[config.mk]
export PLATFORM = sky130hd
export DESIGN_NAME = neuron_accum
export DESIGN_NICKNAME = d
export VERILOG_FILES = /design/src/rtl/neuron_accum.sv
export SDC_FILE = /design/constraint.sdc
export NUM_CORES = 1
export LEC_CHECK = 0
export ABC_AREA = 0
export CAP_MARGIN = 0
export CORE_AREA = 2 2 88 90
export DETAILED_ROUTE_END_ITERATION = 8
export DIE_AREA = 0 0 90 92
export SYNTH_ARGS = -nofsm -noshare
export SYNTH_HDL_FRONTEND = slang
export SYNTH_SLANG_ARGS = --single-unit
export TNS_END_PERCENT = 30
[constraint.sdc]
create_clock -name clk -period 2.15 [get_ports clk]
set_clock_uncertainty 0.15 [all_clocks]
set_input_delay 0.215 -clock clk [delete_from_list [all_inputs] [get_ports clk]]
set_output_delay 0.215 -clock clk [all_outputs]
set_load 0.02 [all_outputs]
[src/rtl/neuron_accum.sv]
// neuron_accum: accumulates a counted burst of unsigned products, then emits a shifted, saturated activation.
module neuron_accum #(
    parameter int ACC_W = 16,
    parameter int SHIFT = 2
) (
    input  logic       clk,
    input  logic       reset,
    input  logic       start,
    input  logic [3:0] num_inputs,
    input  logic [7:0] prod_in,
    input  logic       prod_valid,
    output logic       prod_ready,
    output logic [7:0] act_out,
    output logic       out_valid,
    input  logic       out_ready,
    output logic       busy
);
    typedef enum logic [1:0] {IDLE, ACCUM, ACTIVATE, HOLD} state_t;
    state_t state, state_nx;
    logic [ACC_W-1:0] acc, shifted;
    logic [3:0] remaining;
    logic accept;
    assign prod_ready = state == ACCUM;
    assign out_valid  = state == HOLD;
    assign busy       = state != IDLE;
    assign accept     = prod_ready && prod_valid;
    assign shifted    = acc >> SHIFT;
    always_comb begin
        state_nx = state;
        case (state)
            IDLE:     state_nx = start ? ((num_inputs != 4'd0) ? ACCUM : ACTIVATE) : IDLE;
            ACCUM:    state_nx = (accept && remaining == 4'd1) ? ACTIVATE : ACCUM;
            ACTIVATE: state_nx = HOLD;
            HOLD:     state_nx = out_ready ? IDLE : HOLD;
            default:  state_nx = IDLE;
        endcase
    end
    always_ff @(posedge clk or posedge reset) begin
        if (reset) state <= IDLE;
        else       state <= state_nx;
    end
    always_ff @(posedge clk or posedge reset) begin
        if (reset) begin
            acc       <= '0;
            remaining <= '0;
            act_out   <= '0;
        end else begin
            if (state == IDLE && start) begin
                acc       <= '0;
                remaining <= num_inputs;
            end
            if (accept) begin
                acc       <= acc + ACC_W'(prod_in);
                remaining <= remaining - 4'd1;
            end
            // Saturate anything above 8 bits after the shift.
            if (state == ACTIVATE)
                act_out <= (shifted > ACC_W'(255)) ? 8'hff : shifted[7:0];
        end
    end
endmodule
# --- Word-level counts from Yosys, hierarchy flattened ---
# Index checks and enable logic that the tools add are counted.
word_totals:
  regBits: 30
  in_bits: 17
  out_inout_bits: 11
op_classes:
  add_sub_neg: 2
  magnitude_cmp: 1
  eq_ne: 4
  mux: 10
  n_reduce_logical: 7
op_table:
  columns: ["op", "count"]
  rows:
  - ["$mux 16", 2]
  - ["$add 16x8->16", 1]
  - ["$gt 14x8->1 const B", 1]
  - ["$mux 2", 4]
  - ["$mux 4", 2]
  - ["$mux 8", 1]
  - ["$pmux 2 s4", 1]
  - ["$eq 2x2->1 const B", 2]
  - ["$eq 4x1->1 const B", 1]
  - ["$reduce_bool 2->1", 2]
  - ["$reduce_bool 4->1", 1]
  - ["$sub 4x1->4 const B", 1]
  - ["$logic_and 1x1->1", 3]
  - ["$eq 2x1->1 const B", 1]
  - ["$logic_not 2->1", 1]

# --- Depth between registers and ports, before layout ---
depth:
  ltp_word: 5
  mapped_depth: 8
  ltp_nobuf: 8

# --- Worst setup path after synthesis ---
# OpenSTA, ideal clock, no wires.
synth_path:
  kind: "register to register"
  startpoint: "register acc[0]"
  endpoint: "register acc[14]"
  setup_ns: 0.140
  arrival_time_ns: 1.838
  path_slack_ns: 0.023
  path_stages_with_launch: 9
  period_less_slack_ns: 2.127
  cell_sequence: "dfrtp_1 > ha_1 > inv_1 > fa_1 > nand2b_1 > a21oi_1 > o21ai_1 > o311ai_0 > o41ai_1"
synth_via:
  elab_chain_len: 2
synth_rtl:
  columns: ["item", "line", "rtl"]
  rows:
  - ["start, declared", "20", "logic [ACC_W-1:0] acc, shifted;"]
  - ["start signal, assigned", "53", "acc <= acc + ACC_W'(prod_in);"]
  - ["$add 16x8->16", "53", null]
  - ["$mux 16", "52", "if (accept) begin"]
# Every way passes these cells.
# A chain may end at the register's enable or synchronous reset.

# --- Worst setup path in the final report ---
layout_path:
  startpoint: "input port prod_in[0]"
  endpoint: "register acc[14]"
layout_via:
  elab_chain_len: 2
layout_rtl:
  columns: ["item", "line", "rtl"]
  rows:
  - ["start, declared", "10", "input logic [7:0] prod_in,"]
  - ["$add 16x8->16", "53", null]
  - ["$mux 16", "52", null]
# Every way passes these cells.

==> results.toml <==
[power_and_ir_drop]
p_int_w = 0.00192
pwr-share-seq = 0.291
power_density_nw_per_um2 = 1290
ir_drop_mv = 0.481
combPwrFrac = 0.578
p_switching_w = 0.00129
clockPowerShare = 0.132
power_w = 0.00321
leakage_nw = 1.10
p_sw_frac = 0.401

[flow_run]
cap_viol_max_count = 0

[detailed_routing]
antenna_left = 0
viasPerCell = 4.61
drc = 0
vias = 1594
drtPass1Iterations = 4
drt_wl_total_um = 4150
wire_per_inst_um = 12.0
drt_iter0_markers = 54

[floorplanning]
rows = 32
core_um2 = 7450
die_y_um = 92
ios = 28
die_x_um = 90
floorplan.initialDensity = 0.237
die_area_um2 = 8280

[worst_setup_path]
worstPathCellList = "clkdlybuf4s50_1, ha_1, inv_1, fa_2, nand2b_4, a21oi_4, o21ai_2, buf_4, o41ai_2"
cpMaxStageDelayCell = "clkdlybuf4s50_1"
crit_family = "buffers and inverters"
crit_fanout = 4
critPathMaxStageDelay_ps = 460
crit_path_end_kind = "flop"
path_class = "in -> reg"
arrival_ps = 2120
critical_path_required_ps = 2180
cp-start-kind = "primary input"
path_buf_inv = 3

[timing]
fin_crit_ps = 2090
holdWs_ps = 166
final-setup-viol-count = 0
rsz0062_at_grt = "yes"
max_freq_ghz = 0.478
slew_viol_final = 0
tightest_slew_ps = 398
finalCritPeriodShare = 0.973
relSlewSlack = 0.734
hold_viol = 0

[cells_and_area]
final_nets = 272
layout-drive-gt1-share = 0.205
layout_commonest_cell = "buf_4"
multi_input_area_um2 = 1000
final_cell_mix = "32 x buf_4, 30 x dfrtp_1, 27 x clkdlybuf4s50_1"
nFillCells = 827
stdcell_area_um2 = 2490
regArea_um2 = 751
diodes = 0
syn_to_final_growth_pct = 41.3

[synth]
yosys_warnings = 0
avgSynthCellArea_um2 = 9.48
synth_edf_count = 0
async_reset_ff_frac = 1.00
ys_ff_latch = 30
syn-cell-area_um2 = 1760
netlist_instances = 186
synth_nets = 214
yosys_most_used_dff = "dfrtp_1"
ys_seq_area_frac = 0.426
synth_cell_types = 47

[global_routing]
grt_antenna_before_repair = 0
overflow = 0
grt_max_degree = 31
track_usage = 0.108
grt_pass1_vias = 1563
grt_pass1_wl_um = 7200

[clock_network]
htreeDepth = 2
clockBufferDepth = 2
path_clk_slew_ps = 60
cts_tree = "done"
clk_latency_ps = 280
cts_buffers = 5
cts_setup_buffers = 0
cts_root_buf = "clkbuf_8"
postCtsHoldBufs = 0
cts.sinks = 30

[placed_design]
hpwl_um = 3160
portBuffers = 27
placed_cell_area_um2 = 2360
routabilityCongestion = 0.839

[worst_hold_path]
min_path_type = "in -> async"

[status]
status = "finished, final reports clean"
per-layer routing:
layer / GRT usage / up-vias / part of all wire
li1: - / 793 / -
met1: 0.138 / 751 / 0.48
met2: 0.172 / 42 / 0.45
met3: 0.0304 / 8 / 0.054
met4: 0.0500 / 0 / 0.019
met5: 0 / - / 0
state kept, by name (all words and copies together), names as in the netlist:
signal and flops:
acc 16, state 2, remaining 4, act_out 8
Yosys cell counts, types with 3 or more instances:
cell type	instances	area, um^2
a21o_1	6	45.0
a21oi_1	14	70.1
clkbuf_1	5	18.8
dfrtp_1	30	751
ha_1	10	125
inv_1	7	26.3
mux2i_1	3	30.0
nand2_1	18	67.6
nand2b_1	4	25.0
nor2_1	23	86.3
nor3b_1	5	37.5
o211ai_1	5	37.5
o21ai_0	9	45.0
xor2_1	4	35.0
tightest hold or removal path: stages:
cell and delay [ps]:
clkdlybuf4s50_1 400, inv_1 50, buf_4 350
what timing repair did:
action                     in CTS  in global routing
setup endpoints to repair       3                  8
pin swaps                       0                  1
gates resized for setup         6                  7
cells by family (layout without fill, tap and decap cells):
logic type	after synthesis	in the layout	synth area share
AND/OR/NAND/NOR	67	67	0.200
AO/OA/AOI/OAI	55	55	0.209
flip-flops	30	30	0.426
buffers and inverters	15	73	0.0411
adder cells (fa/ha/maj)	11	11	0.0823
XOR/XNOR	5	5	0.0248
multiplexers	3	3	0.0170
stage by stage:
stage           util  worst slack (ps)  instances  TNS [ps]
3_3_place_gp   0.316              -321        339     -2050
5_1_grt        0.335             -38.1        346      -137
2_1_floorplan      -              22.7        186         0
3_5_place_dp   0.316              -411        339     -2370
6_report       0.335              57.8        346         0
4_1_cts        0.330             -6.97        346     -13.8
power by group through the flow:
stage | clock (W) | combinational (W) | sequential, W
global placement | 0 | 0.00176 | 0.000940
floorplan | 0 | 0.000987 | 0.00101
finish | 0.000423 | 0.00186 | 0.000934
global route | 0.000457 | 0.00207 | 0.000964
detailed placement | 0 | 0.00179 | 0.000950
CTS | 0.000438 | 0.00182 | 0.000939
area by class of cell:
class	count	share of cell area
clock buffers	7	0.0306
inverters	7	0.0105
multi-input cells	141	0.402
flip-flops and latches	30	0.301
well taps	102	0.0512
repair buffers	59	0.205
final timing paths:
| path | startpoint | endpoint | slack, ps | depth (start not counted) |
|---|---|---|---|---|
| min in group clk | remaining[3] | remaining[3] | 360 | 1 |
| max in group asynchronous | reset | act_out[6] | 1390 | 3 |
| setup reg to reg | acc[0] | acc[14] | 100 | 8 |
| setup / recovery | prod_in[0] | acc[14] | 60 | 9 |
| hold reg to reg | remaining[3] | remaining[3] | 360 | 1 |
| hold / removal | reset | acc[0] | 170 | 3 |
Power figures use the tool's default switching activity.
